<file path="src/rtl/pipe_hazard_ctrl.sv">
// Central stall/flush controller for the IF/ID/EX/MEM/WB pipeline.
// Optional performance counters are compiled in with `define PIPE_CTRL_PERF_EN.
module pipe_hazard_ctrl #(
    parameter int REG_AW      = 5,
    parameter int FLUSH_HOLD  = 2,
    parameter int STALL_LIMIT = 255
) (
    input  logic              aclk,
    input  logic              aresetn,
    input  logic [4:0]        stage_valid,
    input  logic              id_use_rj,
    input  logic              id_use_rk,
    input  logic [REG_AW-1:0] id_rj,
    input  logic [REG_AW-1:0] id_rk,
    input  logic              ex_is_load,
    input  logic [REG_AW-1:0] ex_rd,
    input  logic              ex_div_busy,
    input  logic              mem_wait,
    input  logic              ex_br_taken,
    input  logic [31:0]       ex_br_target,
    input  logic              wb_exc,
    input  logic              wb_ertn,
    input  logic [31:0]       exc_entry,
    input  logic [31:0]       era,
    output logic [4:0]        ready_go,
    output logic [4:0]        flush,
    output logic              redirect_valid,
    output logic [31:0]       redirect_pc,
    output logic              stall_timeout,
    output logic              dbg_fsm_state
`ifdef PIPE_CTRL_PERF_EN
    ,
    output logic [31:0]       perf_stall_cnt,
    output logic [31:0]       perf_flush_cnt,
    output logic [31:0]       perf_loaduse_cnt
`endif
);

    // Handshake: stage i hands its instruction on when stage_valid[i] & ready_go[i];
    // flush[i] discards the stage content regardless of ready_go.
    typedef enum logic {
        RUN       = 1'b0,
        EXC_FLUSH = 1'b1
    } state_t;

    localparam logic [3:0]  HOLD_INIT = 4'(FLUSH_HOLD - 1);
    localparam logic [15:0] WD_LIMIT  = 16'(STALL_LIMIT);

    state_t      state_q, state_d;
    logic [3:0]  hold_q, hold_d;
    logic [15:0] wd_q, wd_d;
    logic        stall_timeout_q, stall_timeout_d;

    logic        load_use;
    logic        stall_any;
    logic        wb_event;
    logic        br_fire;
    logic [4:0]  ready_go_c;
    logic [4:0]  flush_c;
    logic        redirect_valid_c;
    logic [31:0] redirect_pc_c;

    always_comb begin
        load_use = stage_valid[1] & stage_valid[2] & ex_is_load & (ex_rd != '0) &
                   ((id_use_rj & (id_rj == ex_rd)) | (id_use_rk & (id_rk == ex_rd)));

        ready_go_c    = 5'b11111;
        ready_go_c[1] = ~load_use;
        ready_go_c[2] = ~(stage_valid[2] & ex_div_busy);
        ready_go_c[3] = ~(stage_valid[3] & mem_wait);

        stall_any = |(stage_valid & ~ready_go_c);
        wb_event  = stage_valid[4] & (wb_exc | wb_ertn);
        br_fire   = stage_valid[2] & ex_br_taken & ready_go_c[2];

        state_d          = state_q;
        hold_d           = hold_q;
        flush_c          = 5'b00000;
        redirect_valid_c = 1'b0;
        redirect_pc_c    = 32'h0;

        case (state_q)
            RUN: begin
                // A WB event discards any same-cycle branch; the branch is flushed anyway.
                if (wb_event) begin
                    redirect_valid_c = 1'b1;
                    redirect_pc_c    = wb_exc ? exc_entry : era;
                    flush_c          = 5'b01111;
                    if (HOLD_INIT != 4'd0) begin
                        state_d = EXC_FLUSH;
                        hold_d  = HOLD_INIT;
                    end
                end else if (br_fire) begin
                    redirect_valid_c = 1'b1;
                    redirect_pc_c    = ex_br_target;
                    flush_c          = 5'b00011;
                end
            end
            EXC_FLUSH: begin
                flush_c = 5'b01111;
                if (hold_q <= 4'd1) begin
                    state_d = RUN;
                    hold_d  = 4'd0;
                end else begin
                    hold_d = hold_q - 4'd1;
                end
            end
            default: begin
                state_d = RUN;
                hold_d  = 4'd0;
            end
        endcase

        if (!stall_any) begin
            wd_d = 16'd0;
        end else if (wd_q >= WD_LIMIT) begin
            wd_d = WD_LIMIT;
        end else begin
            wd_d = wd_q + 16'd1;
        end
        stall_timeout_d = stall_timeout_q | (wd_d == WD_LIMIT);
    end

    always_ff @(posedge aclk) begin
        if (!aresetn) begin
            state_q         <= RUN;
            hold_q          <= 4'd0;
            wd_q            <= 16'd0;
            stall_timeout_q <= 1'b0;
        end else begin
            state_q         <= state_d;
            hold_q          <= hold_d;
            wd_q            <= wd_d;
            stall_timeout_q <= stall_timeout_d;
        end
    end

    // Reset forces every stage to drop its content and let the pipe drain.
    assign ready_go       = aresetn ? ready_go_c       : 5'b11111;
    assign flush          = aresetn ? flush_c          : 5'b11111;
    assign redirect_valid = aresetn ? redirect_valid_c : 1'b0;
    assign redirect_pc    = aresetn ? redirect_pc_c    : 32'h0;
    assign stall_timeout  = stall_timeout_q;
    assign dbg_fsm_state  = state_q;

`ifdef PIPE_CTRL_PERF_EN
    logic [31:0] perf_stall_q, perf_stall_d;
    logic [31:0] perf_flush_q, perf_flush_d;
    logic [31:0] perf_loaduse_q, perf_loaduse_d;

    always_comb begin
        perf_stall_d   = perf_stall_q   + {31'd0, stall_any};
        perf_flush_d   = perf_flush_q   + {31'd0, redirect_valid_c};
        perf_loaduse_d = perf_loaduse_q + {31'd0, load_use};
    end

    always_ff @(posedge aclk) begin
        if (!aresetn) begin
            perf_stall_q   <= 32'd0;
            perf_flush_q   <= 32'd0;
            perf_loaduse_q <= 32'd0;
        end else begin
            perf_stall_q   <= perf_stall_d;
            perf_flush_q   <= perf_flush_d;
            perf_loaduse_q <= perf_loaduse_d;
        end
    end

    assign perf_stall_cnt   = perf_stall_q;
    assign perf_flush_cnt   = perf_flush_q;
    assign perf_loaduse_cnt = perf_loaduse_q;
`endif

endmodule

</file>
<file path="config.mk">
export PLATFORM = sky130hd
export DESIGN_NAME = pipe_hazard_ctrl
export DESIGN_NICKNAME = d
export VERILOG_FILES = /design/src/rtl/pipe_hazard_ctrl.sv
export SDC_FILE = /design/constraint.sdc
export NUM_CORES = 1
export LEC_CHECK = 0
export CAP_MARGIN = 20
export CORE_MARGIN = 2
export CORE_UTILIZATION = 28
export CTS_CLUSTER_DIAMETER = 120
export DETAILED_ROUTE_END_ITERATION = 16
export GPL_ROUTABILITY_DRIVEN = 0
export PLACE_DENSITY = 0.89
export RECOVER_POWER = 100
export SLEW_MARGIN = 20
export SYNTH_ARGS = -nofsm -noshare
export SYNTH_HDL_FRONTEND = slang
export SYNTH_SLANG_ARGS = --single-unit
</file>
<file path="constraint.sdc">
create_clock -name aclk -period 1.5 [get_ports aclk]
set_input_delay 0.15 -clock aclk [delete_from_list [all_inputs] [get_ports aclk]]
set_output_delay 0.15 -clock aclk [all_outputs]
set_load 0.01 [all_outputs]
</file>
**After elaboration in Yosys (flattened, before gate mapping)**

Cells that the tools add are included.

- Div/mod/pow operators: 0
- Equal/unequal tests: 4
- Muxes and demuxes: 22
- Multipliers: 0
- Shift operators: 0
- $add $sub $neg: 2
- Reductions and logical operators: 2
- $lt $le $gt $ge: 2
- Bitwise logic cells: 20

Operators with widths:

| kind | number |
|---|---|
| $mux W32 | 5 |
| $mux W16 | 2 |
| $add A16 B1 Y16 const B | 1 |
| $eq A16 B8 Y1 const B | 1 |
| $ge A16 B8 Y1 const B | 1 |
| $mux W4 | 4 |
| $and A1 B1 Y1 | 11 |
| $eq A5 B5 Y1 | 2 |
| $pmux W5 S2 | 1 |
| $pmux W4 S2 | 1 |
| $mux W1 | 6 |
| $and A5 B5 Y5 | 1 |
| $mux W5 | 1 |
| $not A5 Y5 | 1 |
| $reduce_bool A5 Y1 | 1 |
| $reduce_or A5 Y1 | 1 |
| $le A4 B1 Y1 const B | 1 |
| $not A1 Y1 | 4 |
| $sub A4 B1 Y4 const B | 1 |
| $or A1 B1 Y1 | 3 |
| $mux W2 | 1 |
| $ne A2 B2 Y1 const B | 1 |
| $pmux W1 S2 | 1 |

- Word-level logic and storage cells: 56
- Memories: 0
- RAM bits: 0
- Bits in latches: 0
- Memory bits (read-only): 0
- Output and inout port bits: 45
- Register bits after elaboration: 22
- Bits of input ports: 126

**Depth between registers and ports, before layout**

Gate-level depths: netlist (run 1).

- Word-level depth: 11
- Depth in mapped cells: 7
- Depth with buffers taken out: 6

**Worst setup path after synthesis (run 1)**

OpenSTA, ideal clock, no wires.

- Path kind: reg2reg
- Start: register wd_q[0]
- End: register wd_q[7]
- Buffers on the path: 0
- Data arrival time: 1.402 ns
- Required time: 1.414 ns
- Clock period less this slack: 1.488 ns
- Stages on the path, launching flop included: 6
- Setup time: 0.086 ns
- Path slack: 0.012 ns
- Cells stage by stage: dfxtp_1 > ha_1 > nand3_2 > o211ai_1 > nor3_1 > a211oi_1

- Word-level cells in the longest chain between the ends: 3
- Elaborated cells between the ends (all ways): 4
- Those cells by class: add/sub: 1; order compare: 1; mux: 2

RTL lines:

| element | line | RTL |
|---|---|---|
| start: declaration | 51 | `logic [15:0] wd_q, wd_d;` |
| start signal: assignment | 133 | `wd_q <= wd_d;` |
| $add A16 B1 Y16 / $ge A16 B8 Y1 (equally long branches) | 119, 116 |  |
| $mux W16 (*) | 116 | `end else if (wd_q >= WD_LIMIT) begin` |
| $mux W16 (*) | 114 | `if (!stall_any) begin` |

Every way passes the cells marked *; elsewhere a longest branch is shown, timed or not.
A chain may end at the register's enable or synchronous reset.

**Final worst setup path (run 1)**

- Start: input ex_br_taken
- End: output redirect_pc[2]

- Word-level cells in the longest chain between the ends: 6

RTL lines:

| element | line | RTL |
|---|---|---|
| start: declaration | 19 | `input logic ex_br_taken,` |
| $and A1 B1 Y1 (2 in series) | 74 | `br_fire = stage_valid[2] & ex_br_taken & ready_go_c[2];` |
| $mux W32 | 93 | `end else if (br_fire) begin` |
| $mux W32 | 85 | `if (wb_event) begin` |
| $mux W32 | 82 | `case (state_q)` |
| $mux W32 | 142 | `assign redirect_pc = aresetn ? redirect_pc_c : 32'h0;` |
| end: declaration | 28 | `output logic [31:0] redirect_pc,` |

Every way passes these cells.

==> results of run 1 <==
[cell usage in the layout (no fill, tap or decap), types with 5 or more instances in the layout]
cell type          n
nor3_1             6
o2bb2ai_1          6
mux2i_1           32
buf_6             15
nor2_1             8
o2bb2ai_4         10
conb_1            10
clkdlybuf4s15_1    5
a211oi_1           8
nand2_1            5
buf_4             29
dlygate4sd2_1      6
clkdlybuf4s50_1  108
dfxtp_1           20
inv_1              5
o2bb2ai_2         16
buf_2             27
[area by class of cell]
cell class | count | area [sq um] | share of cell area, %
clock inverters | 1 | 30.0 | 0.705
repair buffers | 204 | 1930 | 45.3
well taps | 77 | 96.3 | 2.26
clock buffers | 3 | 41.3 | 0.969
multi-input cells | 167 | 1700 | 39.8
inverters | 6 | 22.5 | 0.528
flip-flops and latches | 22 | 443 | 10.4
[per-layer routing]
| metal | GRT usage, % | share of wire [%] | up-vias |
|---|---|---|---|
| met3 | 5.60 | 6.3 | 24 |
| met4 | 6.35 | 3.9 | 0 |
| li1 | - | - | 1170 |
| met1 | 23.6 | 35 | 1178 |
| met5 | 0 | 0 | - |
| met2 | 44.7 | 55 | 124 |
[per-stage QoR]
step           utilization [%]  instance area [sq um]  TNS, ns  std cells  setup slack, ns
2_1_floorplan                -                   1840        0        210           0.0120
3_3_place_gp              59.7                   3740   -26.89        465           -0.724
3_5_place_dp              59.7                   3740   -29.28        465           -0.762
4_1_cts                   64.2                   4030    -6.12        479           -0.216
5_1_grt                   67.9                   4260    -8.22        480           -0.286
6_report                  67.9                   4260    -7.02        480           -0.248
[worst min-delay path by stage]
stage,slack [ns],cells past startpoint,endpoint,from
global route,0.54,4,stall_timeout,aresetn
global placement,0.50,2,hold_q[3],hold_q[3]
detailed placement,0.52,2,hold_q[3],hold_q[3]
CTS,0.51,6,hold_q[1],wb_exc
floorplan,0.39,1,ready_go[2],stage_valid[2]
finish,0.52,4,stall_timeout,aresetn
[registers in the layout, indices dropped and copies added (netlist names)]
name / flops
dbg_fsm_state: 1
hold_q: 4
stall_timeout: 1
wd_q: 16
[power by group through the flow]
stage | Clock (mW) | Combinational (mW) | Sequential (mW)
after global routing | 0.579 | 1.03 | 0.648
after detailed placement | 0 | 0.859 | 0.653
final | 0.544 | 0.981 | 0.644
after floorplan | 0 | 0.281 | 0.655
after CTS | 0.555 | 0.898 | 0.640
after global placement | 0 | 0.837 | 0.651
[worst reg2reg max path, cell delays in order, from the launching register on]
cell	delay (ns)
dfxtp_1	0.39
ha_4	0.22
nor2b_1	0.14
o21ba_2	0.19
a311oi_1	0.31
a211oi_1	0.07
[logic make-up after synthesis]
kind of cell,after synthesis
compound gates,66
simple gates,43
mux,32
flops,22
buf+inv,21
xor+xnor,13
fa+ha+maj,3
other cells,2
[what timing repair did]
action	CTS	global route
endpoints found under the setup margin	50	47
resized for setup	232	47
pin swaps	10	9
hold buffers	0	0
hold endpoints to repair	0	0
setup buffers	8	3
gates cloned	3	1
==> flow_summary.json, run 1 <==
{
  "leakage_nw": 1.78,
  "grt_start_max_net_pins": 33,
  "final_net_count": 533,
  "pwr-share-seq_pct": 29.7,
  "ys.flop_type": "dfxtp_1",
  "p_sw_share_pct": 28.6,
  "power_switching_uw": 621,
  "violations": "setup timing",
  "synth_seq_area_share_pct": 24.4,
  "maxCapViolCount": 0,
  "hold_ws_ns": 0.520,
  "synthAdderAreaFrac_pct": 2.08,
  "yosys.area.top_type_share_pct": 24.4,
  "grt_pass1_vias": 2684,
  "cp.depth": 8,
  "die_area_sq_um": 7110,
  "core-area_sq_um": 6280,
  "fin_worst_skew_ns": 0.00298,
  "clock_path_buffers": 2,
  "critPathTopFamily": "buffers and inverters",
  "reg2reg_from": "wd_q[1]",
  "critPathBufInv": 5,
  "combPwrFrac_pct": 45.2,
  "synth_top_area_cell": "dfxtp_1",
  "max_freq_mhz": 572,
  "clkSinkCount": 22,
  "drt_wl_total_um": 9170,
  "yosysWarnings": 0,
  "clock_latency_ns": 0.26,
  "synth_area_leaders": "dfxtp_1, mux2i_1, o2bb2ai_1",
  "reg2regPathDepth": 5,
  "startpoint": "ex_br_taken",
  "io_pins": 171,
  "synth_top_family_by_area": "compound AO/OA/AOI/OAI gates",
  "wl_per_cell_um": 19.1,
  "setup.worst_path.start_class": "input pin",
  "fillers": 472,
  "cp.arrival_ns": 1.60,
  "viasPerCell": 5.20,
  "intPower_mw": 1.55,
  "avgSynthCellArea_sq_um": 8.94,
  "cp-end-kind": "output pin",
  "dieWidth_um": 84.3,
  "slew-limit-headroom_pct": 49.5,
  "antenna_found_initial": 0,
  "worstMarginPinSlew_ns": 0.758,
  "synth_edf_count": 0,
  "path_cells": "clkdlybuf4s50_1 > nand3b_1 > buf_4 > nor2_4 > buf_12 > buf_16 > o2bb2ai_2 > buf_2",
  "crit_path_max_incr_delay_ns": 0.47,
  "synth.area.mux_share_pct": 17.7,
  "rows": 29,
  "area_growth_pct": 136,
  "finalSetupViolations": 32,
  "clk_pin_slew_worst_paths_ns": 0.08,
  "final_antenna_net_count": 0,
  "reg2reg_to": "stall_timeout",
  "h-tree-depth": 1,
  "firstDrtPassIters": 4,
  "vias": 2496,
  "dpl.hpwl_um": 6450,
  "endpoint": "redirect_pc[2]",
  "power.share.clock_pct": 25.1,
  "track_usage_pct": 22.7,
  "cts_tree": "built",
  "synthSimpleGateAreaFrac_pct": 13.2,
  "p_per_area_nw_per_um2": 509,
  "slowest_stage": "clkdlybuf4s50_1",
  "synth_commonest_cells": "mux2i_1, o2bb2ai_1, dfxtp_1, xor2_1",
  "syn-cell-area_sq_um": 1810,
  "rsz0062_at_grt": "yes",
  "diodes": 0,
  "cts_inserted_buffers": 3,
  "drt_iter0_drc": 83,
  "synth.distinct_cells": 48,
  "synth-seq-cells": 22,
  "postSynthCellCount": 202,
  "fp.dieH_um": 84.3,
  "ff2ff_setup_slack_ns": 0.06,
  "finalPower_mw": 2.17,
  "finalCritPeriodShare_pct": 117,
  "min_period_ns": 1.75,
  "initial_utilization_pct": 28.8,
  "path_class": "input pin to output pin",
  "hold_class": "input pin to flop",
  "grt_overflow": 0,
  "status": "finished with violations",
  "drive_gt1_share_pct": 34.5,
  "hold_viol": 0,
  "synth_xor_area_share_pct": 6.30,
  "synth_compound_area_share_pct": 29.8,
  "drc": 0,
  "irDropWorstVdd_uv": 478,
  "fin_ws_ns": -0.248,
  "port_buffers": 167,
  "grt_pass1_wl_um": 13000,
  "required_ns": 1.35,
  "cts-root-buf": "clkbuf_8",
  "async_reset_ff_share_pct": 0,
  "cp_max_fo": 8,
  "slew_violations": 0
}
(Power assumes the default switching activity.)
==> run 2: changes to the inputs <==
CAP_MARGIN = default   (was 20)
==> results of run 2 <==
No change in the layout: final DEF, timing and power equal those of run 1.
